## src/rtl/mcp23s17_spi_slave_if.sv

```systemverilog
// SPI pin bundle between an MCP23S17-style responder and its bus master.
// Latency/backpressure: none; plain wires, SPI has no flow control.
interface mcp23s17_spi_slave_if;
   logic cs;
   logic sck;
   logic mosi;
   logic miso;
   logic miso_oe;

   modport slave  (input cs, sck, mosi, output miso, miso_oe);
   modport master (output cs, sck, mosi, input miso, miso_oe);
endinterface

```

## src/rtl/mcp23s17_spi_slave.sv

```systemverilog
// MCP23S17 register-subset emulation behind an oversampled SPI mode-0 responder.
// Latency: 3 clk from pin edge to action; no backpressure, sck half-period must be >= 4 clk.
module mcp23s17_spi_slave #(
   parameter logic [2:0] HW_ADDR = 3'b000
) (
   input  logic                        clk,
   input  logic                        rst,
   mcp23s17_spi_slave_if.slave         spi,
   input  logic [7:0]                  gpa_in_i,
   input  logic [7:0]                  gpb_in_i,
   output logic [7:0]                  gpa_out_o,
   output logic [7:0]                  gpa_oe_o,
   output logic [7:0]                  gpb_out_o,
   output logic [7:0]                  gpb_oe_o,
   output logic                        inta_o,
   output logic                        intb_o
);
   localparam logic [1:0] ST_OPCODE = 2'd0;
   localparam logic [1:0] ST_ADDR   = 2'd1;
   localparam logic [1:0] ST_DATA   = 2'd2;
   localparam logic [1:0] ST_IGNORE = 2'd3;

   logic [1:0] cs_sync_q, mosi_sync_q;
   logic [2:0] sck_sync_q;
   logic [7:0] gpa_m_q, gpa_s_q, gpa_prev_q, gpb_m_q, gpb_s_q, gpb_prev_q;
   logic [1:0] state_q, state_d;
   logic [2:0] bit_cnt_q;
   logic [6:0] rx_q;
   logic [7:0] shreg_q, ptr_q, ptr_d;
   logic       rw_q, miso_q, miso_oe_q;
   logic [7:0] iodira_q, iodirb_q, gpintena_q, gpintenb_q, iocon_q, gppua_q, gppub_q;
   logic [7:0] intfa_q, intfb_q, intfa_d, intfb_d, intcapa_q, intcapb_q, olata_q, olatb_q;
   logic [7:0] gpa_out_q, gpa_oe_q, gpb_out_q, gpb_oe_q;

   logic       cs_s, sck_rise, sck_fall, byte_done, load_vld, wr_vld;
   logic       clr_a, clr_b, cap_a, cap_b, int_a, int_b, pin_a, pin_b;
   logic [7:0] rx_byte, ptr_nxt, load_addr, rd_dat, gpio_a_val, gpio_b_val, set_a, set_b;

   assign cs_s      = cs_sync_q[1];
   assign sck_rise  =  sck_sync_q[1] & ~sck_sync_q[2];
   assign sck_fall  = ~sck_sync_q[1] &  sck_sync_q[2];
   assign rx_byte   = {rx_q, mosi_sync_q[1]};
   assign byte_done = ~cs_s & sck_rise & (bit_cnt_q == 3'd7);

   assign ptr_nxt   = iocon_q[5] ? ptr_q : ((ptr_q == 8'h15) ? 8'h00 : ptr_q + 8'd1);
   assign load_vld  = byte_done & rw_q & ((state_q == ST_ADDR) | (state_q == ST_DATA));
   assign load_addr = (state_q == ST_ADDR) ? rx_byte : ptr_nxt;
   assign wr_vld    = byte_done & ~rw_q & (state_q == ST_DATA);

   assign gpio_a_val = (gpa_s_q & iodira_q) | (olata_q & ~iodira_q);
   assign gpio_b_val = (gpb_s_q & iodirb_q) | (olatb_q & ~iodirb_q);

   always_comb begin
      rd_dat = 8'h00;
      case (load_addr)
         8'h00: rd_dat = iodira_q;
         8'h01: rd_dat = iodirb_q;
         8'h04: rd_dat = gpintena_q;
         8'h05: rd_dat = gpintenb_q;
         8'h0A, 8'h0B: rd_dat = iocon_q;
         8'h0C: rd_dat = gppua_q;
         8'h0D: rd_dat = gppub_q;
         8'h0E: rd_dat = intfa_q;
         8'h0F: rd_dat = intfb_q;
         8'h10: rd_dat = intcapa_q;
         8'h11: rd_dat = intcapb_q;
         8'h12: rd_dat = gpio_a_val;
         8'h13: rd_dat = gpio_b_val;
         8'h14: rd_dat = olata_q;
         8'h15: rd_dat = olatb_q;
         default: rd_dat = 8'h00;
      endcase
   end

   always_comb begin
      state_d = state_q;
      ptr_d   = ptr_q;
      if (cs_s) begin
         state_d = ST_OPCODE;
      end else if (byte_done) begin
         case (state_q)
            ST_OPCODE: state_d = (rx_byte[7:4] == 4'b0100 &&
                                  (!iocon_q[3] || rx_byte[3:1] == HW_ADDR)) ? ST_ADDR : ST_IGNORE;
            ST_ADDR: begin
               state_d = ST_DATA;
               ptr_d   = rx_byte;
            end
            ST_DATA: ptr_d = ptr_nxt;
            default: ;
         endcase
      end
   end

   // A simultaneous set and clear keeps the new flags and recaptures the port.
   assign clr_a   = load_vld & ((load_addr == 8'h12) | (load_addr == 8'h10));
   assign clr_b   = load_vld & ((load_addr == 8'h13) | (load_addr == 8'h11));
   assign set_a   = (gpa_s_q ^ gpa_prev_q) & gpintena_q;
   assign set_b   = (gpb_s_q ^ gpb_prev_q) & gpintenb_q;
   assign intfa_d = (clr_a ? 8'h00 : intfa_q) | set_a;
   assign intfb_d = (clr_b ? 8'h00 : intfb_q) | set_b;
   assign cap_a   = (|set_a) & (clr_a | ~(|intfa_q));
   assign cap_b   = (|set_b) & (clr_b | ~(|intfb_q));

   assign int_a  = |intfa_q;
   assign int_b  = |intfb_q;
   assign pin_a  = iocon_q[6] ? (int_a | int_b) : int_a;
   assign pin_b  = iocon_q[6] ? (int_a | int_b) : int_b;
   assign inta_o = iocon_q[1] ? pin_a : ~pin_a;
   assign intb_o = iocon_q[1] ? pin_b : ~pin_b;

   assign spi.miso    = miso_q;
   assign spi.miso_oe = miso_oe_q;
   assign gpa_out_o   = gpa_out_q;
   assign gpa_oe_o    = gpa_oe_q;
   assign gpb_out_o   = gpb_out_q;
   assign gpb_oe_o    = gpb_oe_q;

   always_ff @(posedge clk) begin
      if (rst) begin
         cs_sync_q  <= 2'b11;   sck_sync_q <= 3'b000;  mosi_sync_q <= 2'b00;
         gpa_m_q    <= 8'h00;   gpa_s_q    <= 8'h00;   gpa_prev_q  <= 8'h00;
         gpb_m_q    <= 8'h00;   gpb_s_q    <= 8'h00;   gpb_prev_q  <= 8'h00;
         state_q    <= ST_OPCODE; bit_cnt_q <= 3'd0;   rx_q        <= 7'h00;
         shreg_q    <= 8'h00;   ptr_q      <= 8'h00;   rw_q        <= 1'b0;
         miso_q     <= 1'b0;    miso_oe_q  <= 1'b0;
         iodira_q   <= 8'hFF;   iodirb_q   <= 8'hFF;   iocon_q     <= 8'h00;
         gpintena_q <= 8'h00;   gpintenb_q <= 8'h00;
         gppua_q    <= 8'h00;   gppub_q    <= 8'h00;
         intfa_q    <= 8'h00;   intfb_q    <= 8'h00;
         intcapa_q  <= 8'h00;   intcapb_q  <= 8'h00;
         olata_q    <= 8'h00;   olatb_q    <= 8'h00;
         gpa_out_q  <= 8'h00;   gpa_oe_q   <= 8'h00;
         gpb_out_q  <= 8'h00;   gpb_oe_q   <= 8'h00;
      end else begin
         cs_sync_q   <= {cs_sync_q[0], spi.cs};
         sck_sync_q  <= {sck_sync_q[1:0], spi.sck};
         mosi_sync_q <= {mosi_sync_q[0], spi.mosi};
         gpa_m_q <= gpa_in_i;  gpa_s_q <= gpa_m_q;  gpa_prev_q <= gpa_s_q;
         gpb_m_q <= gpb_in_i;  gpb_s_q <= gpb_m_q;  gpb_prev_q <= gpb_s_q;

         state_q   <= state_d;
         ptr_q     <= ptr_d;
         miso_oe_q <= ~cs_s & (state_d == ST_DATA) & rw_q;
         if (cs_s) begin
            bit_cnt_q <= 3'd0;
         end else begin
            if (sck_rise) begin
               rx_q      <= rx_byte[6:0];
               bit_cnt_q <= bit_cnt_q + 3'd1;
            end
            // The fall right after a byte boundary keeps the freshly loaded MSB.
            if (sck_fall) begin
               if (bit_cnt_q != 3'd0) begin
                  shreg_q <= {shreg_q[6:0], 1'b0};
                  miso_q  <= shreg_q[6];
               end else begin
                  miso_q  <= shreg_q[7];
               end
            end
            if (load_vld) begin
               shreg_q <= rd_dat;
               miso_q  <= rd_dat[7];
            end
         end
         if (byte_done && state_q == ST_OPCODE) rw_q <= rx_byte[0];

         if (wr_vld) begin
            case (ptr_q)
               8'h00: iodira_q   <= rx_byte;
               8'h01: iodirb_q   <= rx_byte;
               8'h04: gpintena_q <= rx_byte;
               8'h05: gpintenb_q <= rx_byte;
               8'h0A, 8'h0B: iocon_q <= rx_byte & 8'h7E;
               8'h0C: gppua_q    <= rx_byte;
               8'h0D: gppub_q    <= rx_byte;
               8'h12, 8'h14: olata_q <= rx_byte;
               8'h13, 8'h15: olatb_q <= rx_byte;
               default: ;
            endcase
         end

         intfa_q <= intfa_d;
         intfb_q <= intfb_d;
         if (cap_a) intcapa_q <= gpa_s_q;
         if (cap_b) intcapb_q <= gpb_s_q;

         gpa_out_q <= olata_q;  gpa_oe_q <= ~iodira_q;
         gpb_out_q <= olatb_q;  gpb_oe_q <= ~iodirb_q;
      end
   end
endmodule

```

## src/flat_wrapper.sv

```systemverilog
// flat-port wrapper written by rule: the top's interface ports become plain ports
module mcp23s17_spi_slave_flat 
#(
   parameter logic [2:0] HW_ADDR = 3'b000
)
  (clk, rst, gpa_in_i, gpb_in_i, gpa_out_o, gpa_oe_o, gpb_out_o, gpb_oe_o, inta_o, intb_o, spi_cs, spi_sck, spi_mosi, spi_miso, spi_miso_oe);
  mcp23s17_spi_slave_if spi_i ();
  input  logic clk;
  input  logic rst;
  input  logic [7:0] gpa_in_i;
  input  logic [7:0] gpb_in_i;
  output logic [7:0] gpa_out_o;
  output logic [7:0] gpa_oe_o;
  output logic [7:0] gpb_out_o;
  output logic [7:0] gpb_oe_o;
  output logic inta_o;
  output logic intb_o;
  input wire logic [$bits(spi_i.cs)-1:0] spi_cs;
  input wire logic [$bits(spi_i.sck)-1:0] spi_sck;
  input wire logic [$bits(spi_i.mosi)-1:0] spi_mosi;
  output wire logic [$bits(spi_i.miso)-1:0] spi_miso;
  output wire logic [$bits(spi_i.miso_oe)-1:0] spi_miso_oe;
  assign spi_i.cs = spi_cs;
  assign spi_i.sck = spi_sck;
  assign spi_i.mosi = spi_mosi;
  assign spi_miso = spi_i.miso;
  assign spi_miso_oe = spi_i.miso_oe;
  mcp23s17_spi_slave #(.HW_ADDR(HW_ADDR)) u_core (.clk(clk), .rst(rst), .spi(spi_i), .gpa_in_i(gpa_in_i), .gpb_in_i(gpb_in_i), .gpa_out_o(gpa_out_o), .gpa_oe_o(gpa_oe_o), .gpb_out_o(gpb_out_o), .gpb_oe_o(gpb_oe_o), .inta_o(inta_o), .intb_o(intb_o));
endmodule
```

## config.mk

```make
export PLATFORM = sky130hd
export DESIGN_NAME = mcp23s17_spi_slave_flat
export DESIGN_NICKNAME = d
export VERILOG_FILES = /design/src/rtl/mcp23s17_spi_slave_if.sv /design/src/rtl/mcp23s17_spi_slave.sv /design/src/flat_wrapper.sv
export SDC_FILE = /design/constraint.sdc
export NUM_CORES = 1
export LEC_CHECK = 0
export ABC_AREA = 0
export BUFFER_PORTS_ARGS = -buffer_cell sky130_fd_sc_hd__clkbuf_2
export CELL_PAD_IN_SITES_DETAIL_PLACEMENT = 1
export CELL_PAD_IN_SITES_GLOBAL_PLACEMENT = 1
export CORE_MARGIN = 2
export CORE_UTILIZATION = 34
export CTS_BUF_LIST = sky130_fd_sc_hd__clkbuf_8
export DETAILED_ROUTE_END_ITERATION = 6
export PLACE_DENSITY_LB_ADDON = 0.1
export SKIP_CTS_REPAIR_TIMING = 1
export SYNTH_ARGS = -nofsm -noshare
export SYNTH_HDL_FRONTEND = slang
export SYNTH_SLANG_ARGS = --single-unit
```

## constraint.sdc

```tcl
create_clock -name clk -period 3.96 [get_ports clk]
set_input_delay 0 -clock clk [delete_from_list [all_inputs] [get_ports clk]]
set_output_delay 0 -clock clk [all_outputs]
set_load 0.02 [all_outputs]
```

[After elaboration in Yosys (flattened, before gate mapping)]
Index checks and enable logic that the tools add are counted.
Storage, ports and cells
  register bits after elaboration: 220
  logic and storage cells: 164
  output and inout port bits: 36
Operators by class
  $add $sub $neg: 2
  muxes and demuxes: 21
  equal/unequal tests: 31
  reduce and logical (&&, ||, !) cells: 34
  bitwise gates (word level): 42
Operators by type and width (count)
  $pmux W8 S15: 1
  $eq A8 B4 Y1 const B: 10
  $eq A8 B5 Y1 const B: 10
  $mux W8: 8
  $and A8 B8 Y8: 6
  $eq A8 B3 Y1 const B: 4
  $or A8 B8 Y8: 4
  $reduce_or A8 Y1: 4
  $reduce_and A2 Y1: 11
  $eq A8 B1 Y1 const B: 2
  $logic_not A8 Y1: 2
  $not A8 Y8: 2
  $pmux W8 S2: 1
  $xor A8 B8 Y8: 2
  $and A1 B1 Y1: 14
  $reduce_or A2 Y1: 5
  $add A8 B1 Y8 const B: 1
  $not A1 Y1: 8
  $mux W1: 7
  $mux W2: 3
  $or A1 B1 Y1: 6
  $reduce_and A3 Y1: 2
  $reduce_bool A2 Y1: 3
  $eq A2 B2 Y1 const B: 2
  other kinds (11): 12

[Depth between registers and ports, before layout]
  depth in word-level cells: 10
  depth in mapped cells: 14
  depth with buffers taken out: 10

[Worst setup path before layout]
No wires, ideal clock.
  path type: flip-flop to flip-flop
  start: register u_core.ptr_q[1]
  end: register u_core.shreg_q[1]
  period minus slack after synthesis: 2.878 ns
  cell stages (with the launch flop): 12
  setup slack: 1.082 ns
  buffers on the path: 2
  library setup time: 0.122 ns
  data required time: 3.838 ns
  data arrival time: 2.756 ns
  path through: dfxtp_1 -> clkbuf_1 -> inv_1 -> ha_1 -> and3b_1 -> buf_2 -> nand3_1 -> o31ai_1 -> nor3_2 -> a32o_1 -> or3_1 -> o32a_1
Between the ends
  word-level cells in the longest chain between the ends: 8
  elaborated cells between the ends (all ways): 24
  those cells by class: 1 x add/sub; 16 x eq/ne; 5 x mux; 2 x reduce/logical
Ends and longest elaborated chain
  start, declared: RTL line mcp23s17_spi_slave.sv:29  | logic [7:0] shreg_q, ptr_q, ptr_d;
  start signal, assigned: RTL line mcp23s17_spi_slave.sv:142  | ptr_q <= ptr_d;
  $add A8 B1 Y8 / $eq A8 B5 Y1 (equally long branches): RTL line mcp23s17_spi_slave.sv:45  | assign ptr_nxt = iocon_q[5] ? ptr_q : ((ptr_q == 8'h15) ? 8'h00 : ptr_q + 8'd1);
  $mux W8: RTL line mcp23s17_spi_slave.sv:45
  $mux W8 *: RTL line mcp23s17_spi_slave.sv:45
  $mux W8 *: RTL line mcp23s17_spi_slave.sv:47  | assign load_addr = (state_q == ST_ADDR) ? rx_byte : ptr_nxt;
  $eq A8 B4 Y1: RTL line mcp23s17_spi_slave.sv:55  | case (load_addr)
  $reduce_or A2 Y1: RTL line mcp23s17_spi_slave.sv:55
  $pmux W8 S15 *: RTL line mcp23s17_spi_slave.sv:55
  $mux W8 *: RTL line mcp23s17_spi_slave.sv:160  | if (load_vld) begin
  end signal, assigned: RTL line mcp23s17_spi_slave.sv:154  | shreg_q <= {shreg_q[6:0], 1'b0};
  end signal, assigned: RTL line mcp23s17_spi_slave.sv:161  | shreg_q <= rd_dat;
  end, declared: RTL line mcp23s17_spi_slave.sv:29
Every way passes the cells marked *; elsewhere a longest branch is shown, timed or not.
A chain may end at the register's enable or synchronous reset.

[Worst setup path in the final report]
  start: register u_core.ptr_q[0]
  end: register u_core.shreg_q[1]
The elaborated chain is that of the path after synthesis.

==> run summary <==
Kind of cell adding the most delay to the critical path = compound AO/OA/AOI/OAI gates
Final ANT Viol Nets = 0
Die width = 172 microns
Initial Utilization = 34.6%
Vias/cell = 5.19
Commonest cells after routing, fill and taps aside = dfxtp_1, nor2_1, nand2_1
Top_reg_cell synth = dfxtp_1
RD Place Congestion = 0.846
Cells along the critical path = ha_1 -> and3b_1 -> nand3_1 -> o31ai_1 -> nor3_2 -> buf_4 -> a32o_1 -> or3_1 -> o32a_1
Commonest non-fill, non-tap cell in the layout = dfxtp_1
Pre-antenna DRT Iters = 5
Root buf cell = clkbuf_8
CP Capture Type = register
Max IR drop VDD = 0.247 mV
Core Footprint = 0.0279 sq mm
R2R Path End = u_core.shreg_q[1]
Crit path buffers/inverters = 1
Via count of the first global-routing pass = 7969
Layout cells sized above 1 = 15.5%
Pwr Total = 4610 uW
Hold path endpoint = u_core.cs_sync_q[0]
Ys Warns = 0
IO buf count = 56
Final min period = 3.51 ns
Worst Setup Path Type = reg -> reg
Area occupied by registers = 0.00440 sq mm
CTS sink cnt = 220
Routed length per placed instance = 21.5 microns
Share of flip-flops with an asynchronous set or reset = 0%
# nets final = 1172
Leakage = 0.00457 uW
Post-synthesis sequential area ratio = 45.7%
Worst reg2reg startpoint = u_core.ptr_q[0]
Power Dens Cells = 405 mW/mm^2
CTS tree = done
Finish-stage setup viols = 0
Die height = 172 microns
Hold Crit Class = in -> reg
Clock skew = 0.0271 ns
CP peak stage delay = 1.01 ns
Outcome = finished, final reports clean
Clock Latency Late Sink = 0.57 ns
Worst r2r path cells = 9
Fill cells = 3255
Avg Inst Size Synth = 9.06 sq um
RSZ-0062 raised after global routing = false
Layer with the highest usage = met2
Slew headroom = 16.4%
DP HPWL = 23700 microns
CTS Buf Count = 42
Slew Limit Fails = 0
Synth Instances = 1064
Req. time, crit path = 4.40 ns
Initial DRC count = 422
Hold Path Origin = spi_cs
Area of the die = 0.0297 sq mm
# IOs = 57
Pin count of the biggest net entering global routing = 123
Final Util = 40.9%
Yosys reg bits = 220
Global-route wire length before repair = 49700 microns
Crit path DAT = 3.96 ns
DRT Wirelength = 33300 microns
CTS max path bufs = 3
Met1 usage = 30.2%
Worst-case register-to-register setup slack = 0.45 ns
ANT cells = 0
Max-capacitance violation count = 0
Setup TNS = 0 ns
Area of the multi-input gates = 0.00487 sq mm
Netlist cell types = 85
Final Hold Viols = 0
# DRC = 0
Mapped Area = 0.00964 sq mm
EDFF count, synth = 0
Slowest-stage cell, CP = o31ai_1
Row cnt = 61
Htree depth = 2
Via Count = 8046
Worst slew pin tran = 1.24 ns
Initial antenna violation count = 1
Layout area overhead = 18.2%
GRT met2 Usage = 36.9%
Fmax = 285 MHz
Syn_nets = 1095
GR Util All Layers = 22.8%
Final Cycle Share = 88.7%
Worst-path fanout max = 11
Met3 usage = 4.07%
Startpoint types = register
Hold Path Depth = 3
Clock transition at path regs = 0.06 ns
Total congestion overflow = 0
power breakdown:
part	total (uW)	internal [uW]	switching, uW	leakage (uW)
Sequential	2260	2240	19.1	0.00178
Combinational	101	43.1	58.0	0.00229
Clock	2250	1260	995	0.000500
cells in the mapped netlist, types with 6 or more instances:
| library cell | n | area share [%] |
|---|---|---|
| a211o_1 | 19 | 1.7 |
| a211oi_1 | 8 | 0.62 |
| a21oi_1 | 64 | 3.3 |
| a221oi_1 | 7 | 0.64 |
| and3_1 | 6 | 0.39 |
| buf_2 | 15 | 0.78 |
| clkbuf_1 | 53 | 2.1 |
| dfxtp_1 | 220 | 46 |
| ha_1 | 10 | 1.3 |
| inv_1 | 15 | 0.58 |
| mux2i_1 | 84 | 8.7 |
| nand2_1 | 100 | 3.9 |
| nand3_1 | 21 | 1.1 |
| nand4_1 | 9 | 0.58 |
| nor2_1 | 143 | 5.6 |
| nor2b_1 | 95 | 6.2 |
| nor3_1 | 6 | 0.31 |
| nor4_1 | 6 | 0.39 |
| o211ai_1 | 9 | 0.70 |
| o21ai_0 | 22 | 1.1 |
| o22ai_1 | 6 | 0.39 |
| xor2_1 | 21 | 1.9 |
metrics by stage:
stage                     setup slack [ns]  hold slack, ns  instance area, sq um  std cells
after detailed placement             0.525           0.188                 10300       1455
final                                0.448           0.175                 11400       1550
after floorplan                       1.08           0.104                  9640       1064
after global placement               0.601           0.186                 10300       1455
after CTS                            0.514          -0.406                 11200       1530
after global routing                 0.191           0.159                 11400       1550
metal layers:
metal,up-vias,wire length [microns]
met4,0,1050
met2,176,15200
met1,3961,15600
met3,57,1440
met5,-,0
li1,3852,-
layout make-up:
class	count	area share, %
Sequential cell	220	38.7
Clock buffer	52	6.28
Tap cell	378	4.15
Clock inverter	23	1.23
Inverter	15	0.494
Timing Repair Buffer	105	6.40
Multi-Input combinational cell	757	42.8
worst min-delay path: cells and delay by family:
family        cells  cell delay, ns
buf+inv           2            0.61
simple gates      1            0.08
cells by family (layout without fill, tap and decap cells):
group / after synthesis / in the layout / synth area share (%)
fa+ha+maj: 10 / 10 / 1.30
flops: 220 / 220 / 45.7
xor+xnor: 23 / 23 / 2.09
mux: 91 / 91 / 9.58
simple gates: 429 / 429 / 22.2
compound gates: 204 / 204 / 15.4
buf+inv: 87 / 195 / 3.78
worst max-delay path by stage:
stage | startpoint | end | slack [ns] | depth (start not counted)
finish | u_core.ptr_q[0] | u_core.shreg_q[1] | 0.45 | 9
detailed placement | u_core.ptr_q[0] | u_core.shreg_q[1] | 0.53 | 9
floorplan | u_core.ptr_q[1] | u_core.shreg_q[1] | 1.08 | 11
CTS | u_core.ptr_q[0] | u_core.shreg_q[1] | 0.51 | 9
global placement | u_core.ptr_q[0] | u_core.shreg_q[2] | 0.60 | 11
global route | u_core.ptr_q[0] | u_core.shreg_q[1] | 0.19 | 9
Power figures use the tool's default switching activity.
